### src/rtl/stack_io_host_if.sv
// rtl/stack_io_host_if.sv - byte-wide host bus between a host master and the stack I/O bridge
interface stack_io_host_if;
    logic       host_valid;
    logic       host_ready;
    logic       host_wr;
    logic [3:0] host_addr;
    logic [7:0] host_wdata;
    logic [7:0] host_rdata;
    logic       host_rvalid;

    modport master (
        output host_valid, host_wr, host_addr, host_wdata,
        input  host_ready, host_rdata, host_rvalid
    );

    modport slave (
        input  host_valid, host_wr, host_addr, host_wdata,
        output host_ready, host_rdata, host_rvalid
    );
endinterface

### src/rtl/stack_io_host.sv
// rtl/stack_io_host.sv - host I/O bridge: atomic input words, snapshot readback, halt detect
module stack_io_host #(
    parameter int          HALT_CYCLES = 1024,
    parameter int          HALT_W      = 11,
    parameter logic        RESET_HOLD  = 1'b1
) (
    input  logic                  i_clk,
    input  logic                  i_reset,
    stack_io_host_if.slave        host,
    output logic [15:0]           o_getin,
    output logic [15:0]           o_getin2,
    output logic                  o_proc_reset,
    input  logic [15:0]           i_top_of_stack,
    input  logic [15:0]           i_second_of_stack,
    input  logic [31:0]           i_inst_count,
    output logic                  o_halted
);
    typedef enum logic {S_IDLE, S_RESP} state_t;

    state_t              r_state;
    state_t              w_next;
    logic                w_ready;
    logic                w_accept;
    logic                w_wr_acc;
    logic                w_rd_acc;
    logic [7:0]          w_rd_data;
    logic [7:0]          r_rdata;
    logic [7:0]          r_stage_lo;
    logic [7:0]          r_stage2_lo;
    logic [15:0]         r_snap_tos;
    logic [15:0]         r_snap_sos;
    logic [31:0]         r_snap_cnt;
    logic [31:0]         r_prev_cnt;
    logic [HALT_W-1:0]   r_halt_cnt;
    logic                w_clear_halt;
    logic                w_stalled;

    always_ff @(posedge i_clk or posedge i_reset) begin
        if (i_reset) r_state <= S_IDLE;
        else         r_state <= w_next;
    end

    always_comb begin
        w_next  = r_state;
        w_ready = 1'b0;
        case (r_state)
            S_IDLE: begin
                w_ready = 1'b1;
                if (host.host_valid && !host.host_wr) w_next = S_RESP;
            end
            S_RESP: w_next = S_IDLE;
            default: w_next = S_IDLE;
        endcase
    end

    assign w_accept          = host.host_valid & w_ready;
    assign w_wr_acc          = w_accept & host.host_wr;
    assign w_rd_acc          = w_accept & ~host.host_wr;
    assign host.host_ready   = w_ready;
    assign host.host_rvalid  = (r_state == S_RESP);
    assign host.host_rdata   = r_rdata;

    // Address 0 returns the live TOS byte because it is the byte being latched this cycle.
    always_comb begin
        w_rd_data = 8'h00;
        case (host.host_addr)
            4'd0: w_rd_data = i_top_of_stack[7:0];
            4'd1: w_rd_data = r_snap_tos[15:8];
            4'd2: w_rd_data = r_snap_sos[7:0];
            4'd3: w_rd_data = r_snap_sos[15:8];
            4'd4: w_rd_data = r_snap_cnt[7:0];
            4'd5: w_rd_data = r_snap_cnt[15:8];
            4'd6: w_rd_data = r_snap_cnt[23:16];
            4'd7: w_rd_data = r_snap_cnt[31:24];
            4'd8: w_rd_data = {6'b0, o_halted, o_proc_reset};
            default: w_rd_data = 8'h00;
        endcase
    end

    always_ff @(posedge i_clk or posedge i_reset) begin
        if (i_reset) begin
            r_rdata    <= 8'h00;
            r_snap_tos <= 16'h0000;
            r_snap_sos <= 16'h0000;
            r_snap_cnt <= 32'h0;
        end else if (w_rd_acc) begin
            r_rdata <= w_rd_data;
            if (host.host_addr == 4'd0) begin
                r_snap_tos <= i_top_of_stack;
                r_snap_sos <= i_second_of_stack;
                r_snap_cnt <= i_inst_count;
            end
        end
    end

    always_ff @(posedge i_clk or posedge i_reset) begin
        if (i_reset) begin
            o_getin      <= 16'h0000;
            o_getin2     <= 16'h0000;
            r_stage_lo   <= 8'h00;
            r_stage2_lo  <= 8'h00;
            o_proc_reset <= RESET_HOLD;
        end else if (w_wr_acc) begin
            case (host.host_addr)
                4'd0: r_stage_lo   <= host.host_wdata;
                4'd1: o_getin      <= {host.host_wdata, r_stage_lo};
                4'd2: r_stage2_lo  <= host.host_wdata;
                4'd3: o_getin2     <= {host.host_wdata, r_stage2_lo};
                4'd4: o_proc_reset <= host.host_wdata[0];
                default: ;
            endcase
        end
    end

    assign w_clear_halt = w_wr_acc && (host.host_addr == 4'd4) && host.host_wdata[1];
    assign w_stalled    = !o_proc_reset && (i_inst_count == r_prev_cnt);

    // Clear takes priority over a threshold hit in the same cycle.
    always_ff @(posedge i_clk or posedge i_reset) begin
        if (i_reset) begin
            r_prev_cnt <= 32'h0;
            r_halt_cnt <= '0;
            o_halted   <= 1'b0;
        end else begin
            r_prev_cnt <= i_inst_count;
            if (w_clear_halt) begin
                r_halt_cnt <= '0;
                o_halted   <= 1'b0;
            end else if (!w_stalled) begin
                r_halt_cnt <= '0;
            end else if (r_halt_cnt == HALT_W'(HALT_CYCLES - 1)) begin
                o_halted   <= 1'b1;
            end else begin
                r_halt_cnt <= r_halt_cnt + 1'b1;
            end
        end
    end
endmodule
### src/flat_wrapper.sv
// flat-port wrapper written by rule: the top's interface ports become plain ports
module stack_io_host_flat 
#(
    parameter int          HALT_CYCLES = 1024,
    parameter int          HALT_W      = 11,
    parameter logic        RESET_HOLD  = 1'b1
)
  (i_clk, i_reset, o_getin, o_getin2, o_proc_reset, i_top_of_stack, i_second_of_stack, i_inst_count, o_halted, host_host_valid, host_host_wr, host_host_addr, host_host_wdata, host_host_ready, host_host_rdata, host_host_rvalid);
  stack_io_host_if host_i ();
  input  logic i_clk;
  input  logic i_reset;
  output logic [15:0] o_getin;
  output logic [15:0] o_getin2;
  output logic o_proc_reset;
  input  logic [15:0] i_top_of_stack;
  input  logic [15:0] i_second_of_stack;
  input  logic [31:0] i_inst_count;
  output logic o_halted;
  input wire logic [$bits(host_i.host_valid)-1:0] host_host_valid;
  input wire logic [$bits(host_i.host_wr)-1:0] host_host_wr;
  input wire logic [$bits(host_i.host_addr)-1:0] host_host_addr;
  input wire logic [$bits(host_i.host_wdata)-1:0] host_host_wdata;
  output wire logic [$bits(host_i.host_ready)-1:0] host_host_ready;
  output wire logic [$bits(host_i.host_rdata)-1:0] host_host_rdata;
  output wire logic [$bits(host_i.host_rvalid)-1:0] host_host_rvalid;
  assign host_i.host_valid = host_host_valid;
  assign host_i.host_wr = host_host_wr;
  assign host_i.host_addr = host_host_addr;
  assign host_i.host_wdata = host_host_wdata;
  assign host_host_ready = host_i.host_ready;
  assign host_host_rdata = host_i.host_rdata;
  assign host_host_rvalid = host_i.host_rvalid;
  stack_io_host #(.HALT_CYCLES(HALT_CYCLES), .HALT_W(HALT_W), .RESET_HOLD(RESET_HOLD)) u_core (.i_clk(i_clk), .i_reset(i_reset), .host(host_i), .o_getin(o_getin), .o_getin2(o_getin2), .o_proc_reset(o_proc_reset), .i_top_of_stack(i_top_of_stack), .i_second_of_stack(i_second_of_stack), .i_inst_count(i_inst_count), .o_halted(o_halted));
endmodule
### config.mk
export PLATFORM = sky130hd
export DESIGN_NAME = stack_io_host_flat
export DESIGN_NICKNAME = d
export VERILOG_FILES = /design/src/rtl/stack_io_host_if.sv /design/src/rtl/stack_io_host.sv /design/src/flat_wrapper.sv
export SDC_FILE = /design/constraint.sdc
export NUM_CORES = 1
export LEC_CHECK = 0
export BUFFER_PORTS_ARGS = -buffer_cell sky130_fd_sc_hd__buf_4
export CORE_ASPECT_RATIO = 0.8
export CORE_UTILIZATION = 45
export CTS_BUF_LIST = sky130_fd_sc_hd__clkbuf_8
export DETAILED_ROUTE_END_ITERATION = 8
export PLACE_DENSITY = 0.75
export SYNTH_ARGS = -nofsm -noshare
export SYNTH_HDL_FRONTEND = slang
export SYNTH_SLANG_ARGS = --single-unit
### constraint.sdc
create_clock -name i_clk -period 9.86 [get_ports i_clk]
set_input_delay 0.493 -clock i_clk [delete_from_list [all_inputs] [get_ports i_clk]]
set_output_delay 0.493 -clock i_clk [all_outputs]
set_load 0.02 [all_outputs]
### Yosys cells after proc, flatten, opt, wreduce, memory -nomap -nowiden

Cells that the tools add are included.

| word-level totals | value |
|---|---|
| register bits after elaboration | 166 |
| word-level logic and storage cells | 56 |

| cells by class | value |
|---|---|
| add/subtract/negate cells | 1 |
| eq/ne operators | 11 |
| muxes and demuxes | 10 |
| bitwise operators | 5 |
| reductions and logical operators | 16 |

Operators with widths:

| operator | number |
|---|---|
| $pmux 8 s9 | 1 |
| $mux 11 | 3 |
| $eq 32x32->1 | 1 |
| $eq 4x3->1 const B | 4 |
| $reduce_and 2->1 | 7 |
| $add 11x1->11 const B | 1 |
| $eq 11x10->1 const B | 1 |
| $eq 4x2->1 const B | 2 |
| $mux 1 | 5 |
| $eq 4x1->1 const B | 1 |
| $eq 4x4->1 const B | 1 |
| $logic_and 1x1->1 | 4 |
| $logic_not 4->1 | 1 |
| $reduce_bool 2->1 | 2 |
| $and 1x1->1 | 3 |
| $ne 3x2->1 const B | 1 |
| $logic_not 1->1 | 2 |
| $not 1->1 | 2 |
| $pmux 1 s2 | 1 |

### Logic depth before layout (Yosys ltp)

| depth | value |
|---|---|
| depth after elaboration | 7 |
| mapped depth | 8 |
| depth with buffers taken out | 7 |

### Worst setup path after synthesis

Ideal clock, no wire load.

| timing path | value |
|---|---|
| kind | reg-to-reg |
| from | reg u_core.r_state, in the netlist u_core.host.host_rvalid |
| to | reg u_core.r_snap_cnt[0] |
| setup time | 127 ps |
| arrival time | 1639 ps |
| required time | 9733 ps |
| setup slack | 8093 ps |
| cell stages (with the launch flop) | 8 |
| clock period less this slack | 1767 ps |
| path through | dfrtp_1 -> inv_1 -> nand3b_4 -> inv_2 -> nand3_1 -> buf_2 -> buf_6 -> mux2_1 |

| between the ends | value |
|---|---|
| cells in the longest elaborated chain, start to end | 4 |

Ends and longest elaborated chain:

| item | RTL line | source |
|---|---|---|
| start: declaration | stack_io_host.sv:20 | `state_t r_state;` |
| start signal: assignment | stack_io_host.sv:40 | `else r_state <= w_next;` |
| $mux 1 | stack_io_host.sv:46 | `case (r_state)` |
| net host_host_ready | flat_wrapper.sv:23 | `output wire logic [$bits(host_i.host_ready)-1:0] host_host_ready;` |
| $and 1x1->1 | stack_io_host.sv:56 | `assign w_accept = host.host_valid & w_ready;` |
| $and 1x1->1 | stack_io_host.sv:58 | `assign w_rd_acc = w_accept & ~host.host_wr;` |
| $reduce_and 2->1 (no line) | - |  |
| end signal: assignment | stack_io_host.sv:91 | `r_snap_cnt <= i_inst_count;` |
| end: declaration | stack_io_host.sv:32 | `logic [31:0] r_snap_cnt;` |

The timed path passes the listed nets, and every way through them passes these cells.
A chain may end at the register's enable or synchronous reset.

### Final worst setup path

| timing path | value |
|---|---|
| from | reg u_core.r_prev_cnt[16] |
| to | reg u_core.r_halt_cnt[2] |

| between the ends | value |
|---|---|
| cells in the longest elaborated chain, start to end | 4 |
| elaborated cells between the ends (all ways) | 5 |
| those cells by class | 2 x eq/ne; 2 x mux; 1 x reduce/logical |

Ends and longest elaborated chain:

| item | RTL line | source |
|---|---|---|
| start: declaration | stack_io_host.sv:33 | `logic [31:0] r_prev_cnt;` |
| start signal: assignment | stack_io_host.sv:125 | `r_prev_cnt <= i_inst_count;` |
| $eq 32x32->1 (*) | stack_io_host.sv:116 | `assign w_stalled = !o_proc_reset && (i_inst_count == r_prev_cnt);` |
| $logic_and 1x1->1 (*) | stack_io_host.sv:116 |  |
| $mux 11 | stack_io_host.sv:129 | `end else if (!w_stalled) begin` |
| $mux 11 | stack_io_host.sv:126 | `if (w_clear_halt) begin` |
| end signal: assignment | stack_io_host.sv:134 | `r_halt_cnt <= r_halt_cnt + 1'b1;` |
| end: declaration | stack_io_host.sv:34 | `logic [HALT_W-1:0] r_halt_cnt;` |

Mark *: on every way between the ends. The rest lies on a longest branch, timed or not.

==> summary.md <==
| Metric | Value |
|---|---|
| Run status | finished, final reports clean |
| Crit. End Element | flop |
| Number of global-route vias before repair | between 4,000 and 5,000 |
| CTS buffer count | 17 |
| Placed insts | 746 |
| Max Freq | between 400 and 500 MHz |
| Tcrit/Tclk final | 25.3% |
| Worst hold path class | in -> reg |
| Fin area | 8300 µm² |
| Leak Pwr | approximately 4.0 nW |
| CTS root buf | clkbuf_8 |
| Vias per cell | 5.34 |
| Yosys Warn Count | 0 |
| Rows | 39 |
| Syn Area/Cell | about 15 µm² |
| Final non-filler cell total | 777 |
| Hold-fix buffers at CTS | 0 |
| Initial Util | between 40% and 50% |
| Die X | roughly 140 µm |
| Total Routed Length | ~14 mm |
| Reg2reg path depth | 5 |
| Hold slack | 0.168 ns |
| Critical Path Source | u_core.r_prev_cnt[16] |
| Buffers on Ports | roughly 120 |
| Max FO, Critical Path | 12 |
| Layout area overhead | 22.0% |
| Initial DRC count | 231 |
| Setup TNS | 0 ns |
| Clock transition at path regs | roughly 0.09 ns |
| Syn Inst Count | approximately 460 |
| Gr usage total | about 20% |
| Antenna violations before repair | 0 |
| CTS tree | yes |
| DPL Wire Length | between 10 and 15 mm |
| Final clock skew | 0.0196 ns |
| Final GP Congestion | between 0.8 and 0.9 |
| TritonCTS Sinks | approximately 160 |
| Ant. Diodes | 0 |
| Netlist cell types | 59 |
| Final hold vios | 0 |
| Peak supply drop | about 0.00013 V |
| Hold Path Depth | 1 |
| Worst Slack Setup Final | roughly 7.4 ns |
| #FFs+latches synth | about 160 |
| Final setup fails | 0 |
| Seq/Total Area, Yosys | between 50% and 60% |
| Maxcap violations | 0 |
| Commonest non-fill, non-tap cell in the layout | dfrtp_1 |
| CP Launch Type | flop |
| Placed Area | roughly 7800 µm² |
| CORE AREA | 14,500 µm² |
| Post-synth EDFFs | 0 |
| Async SR Flop Fraction | 100% |
| Final Max Slew Viols | 0 |
| Worst slack, placed | 7.05 ns |
| Resized Gates After CTS | 0 |
| Post-synthesis net count | roughly 540 |
| Hold Crit Start | i_inst_count[27] |
| DRC violations left | 0 |
| # IOs | 124 |
| Worst-Margin Slew | around 0.84 ns |
| H-Tree Depth | 4 |
| Layout cell share with drive strength beyond 1 | 43.2% |
| First-pass GRT wire length | 23.8 mm |
| DRT antenna net count | 0 |
| Power per cell area | approximately 190 nW/µm² |
| Critical path required time | 10.17 ns |
| CP Data Arrival Time | ~2.8 ns |
| Nets | 662 |
| Commonest cells after routing, fill and taps aside | 157 x dfrtp_1, 126 x buf_4, 47 x mux2_2 |
| Relative slew slack | roughly 44% |
| Mapped cell area | 6800 µm² |
| Worst skew pair latency | between 0.4 and 0.5 ns |
| Final Critical Period | roughly 2.5 ns |
| Via count | a little over 4,000 |
| Setup Crit Path Kind | reg -> reg |
| Congestion Overflow GR | 0 |
| Die Y | between 100 and 150 µm |
| Top_reg_cell synth | dfrtp_1 |
| Drt first pass iters | 4 |
| Pin count of the biggest net entering global routing | 97 |
| Routed length per instance | 18.6 µm |
| RSZ-0062 raised after global routing | no |
| Max clock buf depth | 2 |
| RR Startpoint | u_core.r_prev_cnt[16] |
| Post-CTS Setup Repair Bufs | 0 |
| Die Area | ~16,000 µm² |
==> sequential cells by signal (all words and copies together), names as in the netlist, 11 cells and up <==
name,flops
u_core.r_prev_cnt,32
u_core.r_snap_cnt,32
u_core.o_getin2,16
u_core.o_getin,16
u_core.r_snap_sos,16
u_core.r_halt_cnt,11
==> worst max-delay path: stages (launching register included) <==
cell and delay, ns:
dfrtp_1 0.38, xnor2_1 0.17, nand4_1 0.21, nor4_1 0.39, nand4_1 0.64, a2111oi_1 0.58
==> synth_stat cells (8+ instances only) <==
library cell	n	area [µm²]
mux2i_1	14	140
xnor2_1	24	210
mux4_2	9	203
xor2_1	13	114
nor3_2	8	80.1
nand2_1	14	52.6
nand3_1	8	40.0
o21ai_0	12	60.1
mux2_2	47	529
buf_2	9	45.0
mux2_4	20	300
dfrtp_1	157	3930
mux2_1	40	450
==> final cells by class <==
cell class	count	area [µm²]
clock buffers	18	248
flip-flops and latches	158	3960
repair buffers	126	946
clock inverters	13	211
fillers	1101	6200
inverters	4	20.0
well taps	184	230
multi-input cells	274	2690
==> path summary, 6_finish.rpt <==
kind                       slack, ns                   endpoint
setup / recovery                7.36       u_core.r_halt_cnt[2]
hold / removal                  0.17      u_core.r_prev_cnt[27]
setup reg to reg                7.36       u_core.r_halt_cnt[2]
min in group asynchronous       0.21      u_core.r_snap_sos[10]
max in group asynchronous       8.35       u_core.r_halt_cnt[5]
hold reg to reg                 0.49  u_core.host.host_rdata[5]
==> per-stage QoR <==
| step | util [%] | total power [mW] |
|---|---|---|
| after CTS | 57.2 | 1.60 |
| after global placement | 54.1 | 1.04 |
| after floorplan | - | 0.935 |
| after detailed placement | 54.1 | 1.05 |
| after global routing | 57.2 | 1.66 |
| final | 57.2 | 1.58 |
==> cells by family (layout without fill, tap and decap cells) <==
| group | count (synthesis) | count (layout) | synth area share [%] |
|---|---|---|---|
| xor gates and xnor gates | 37 | 37 | 4.76 |
| muxes | 130 | 130 | 23.9 |
| adders and majority gates | 1 | 1 | 0.184 |
| AOI/OAI and AO/OA | 29 | 29 | 3.07 |
| and+or+nand+nor | 77 | 77 | 7.54 |
| buffers and inverters | 25 | 161 | 2.43 |
| DFF | 158 | 158 | 58.1 |
==> routing by layer <==
metal	vias up	wire length, µm	part of all wire, %	track usage (%)
met5	-	0	0	0
met4	0	215	1.5	6.96
met3	19	798	5.5	5.94
met2	95	6750	47	30.3
met1	2140	6700	46	27.5
li1	1892	-	-	-
==> power breakdown <==
group / total (mW) / internal, mW / leakage, nW / switching (mW)
Clock: 0.551 / 0.310 / 0.229 / 0.242
Sequential: 0.779 / 0.733 / 2.03 / 0.0466
Combinational: 0.253 / 0.136 / 1.71 / 0.117
Total: 1.58 / 1.18 / 3.97 / 0.405
(Power assumes the default switching activity.)
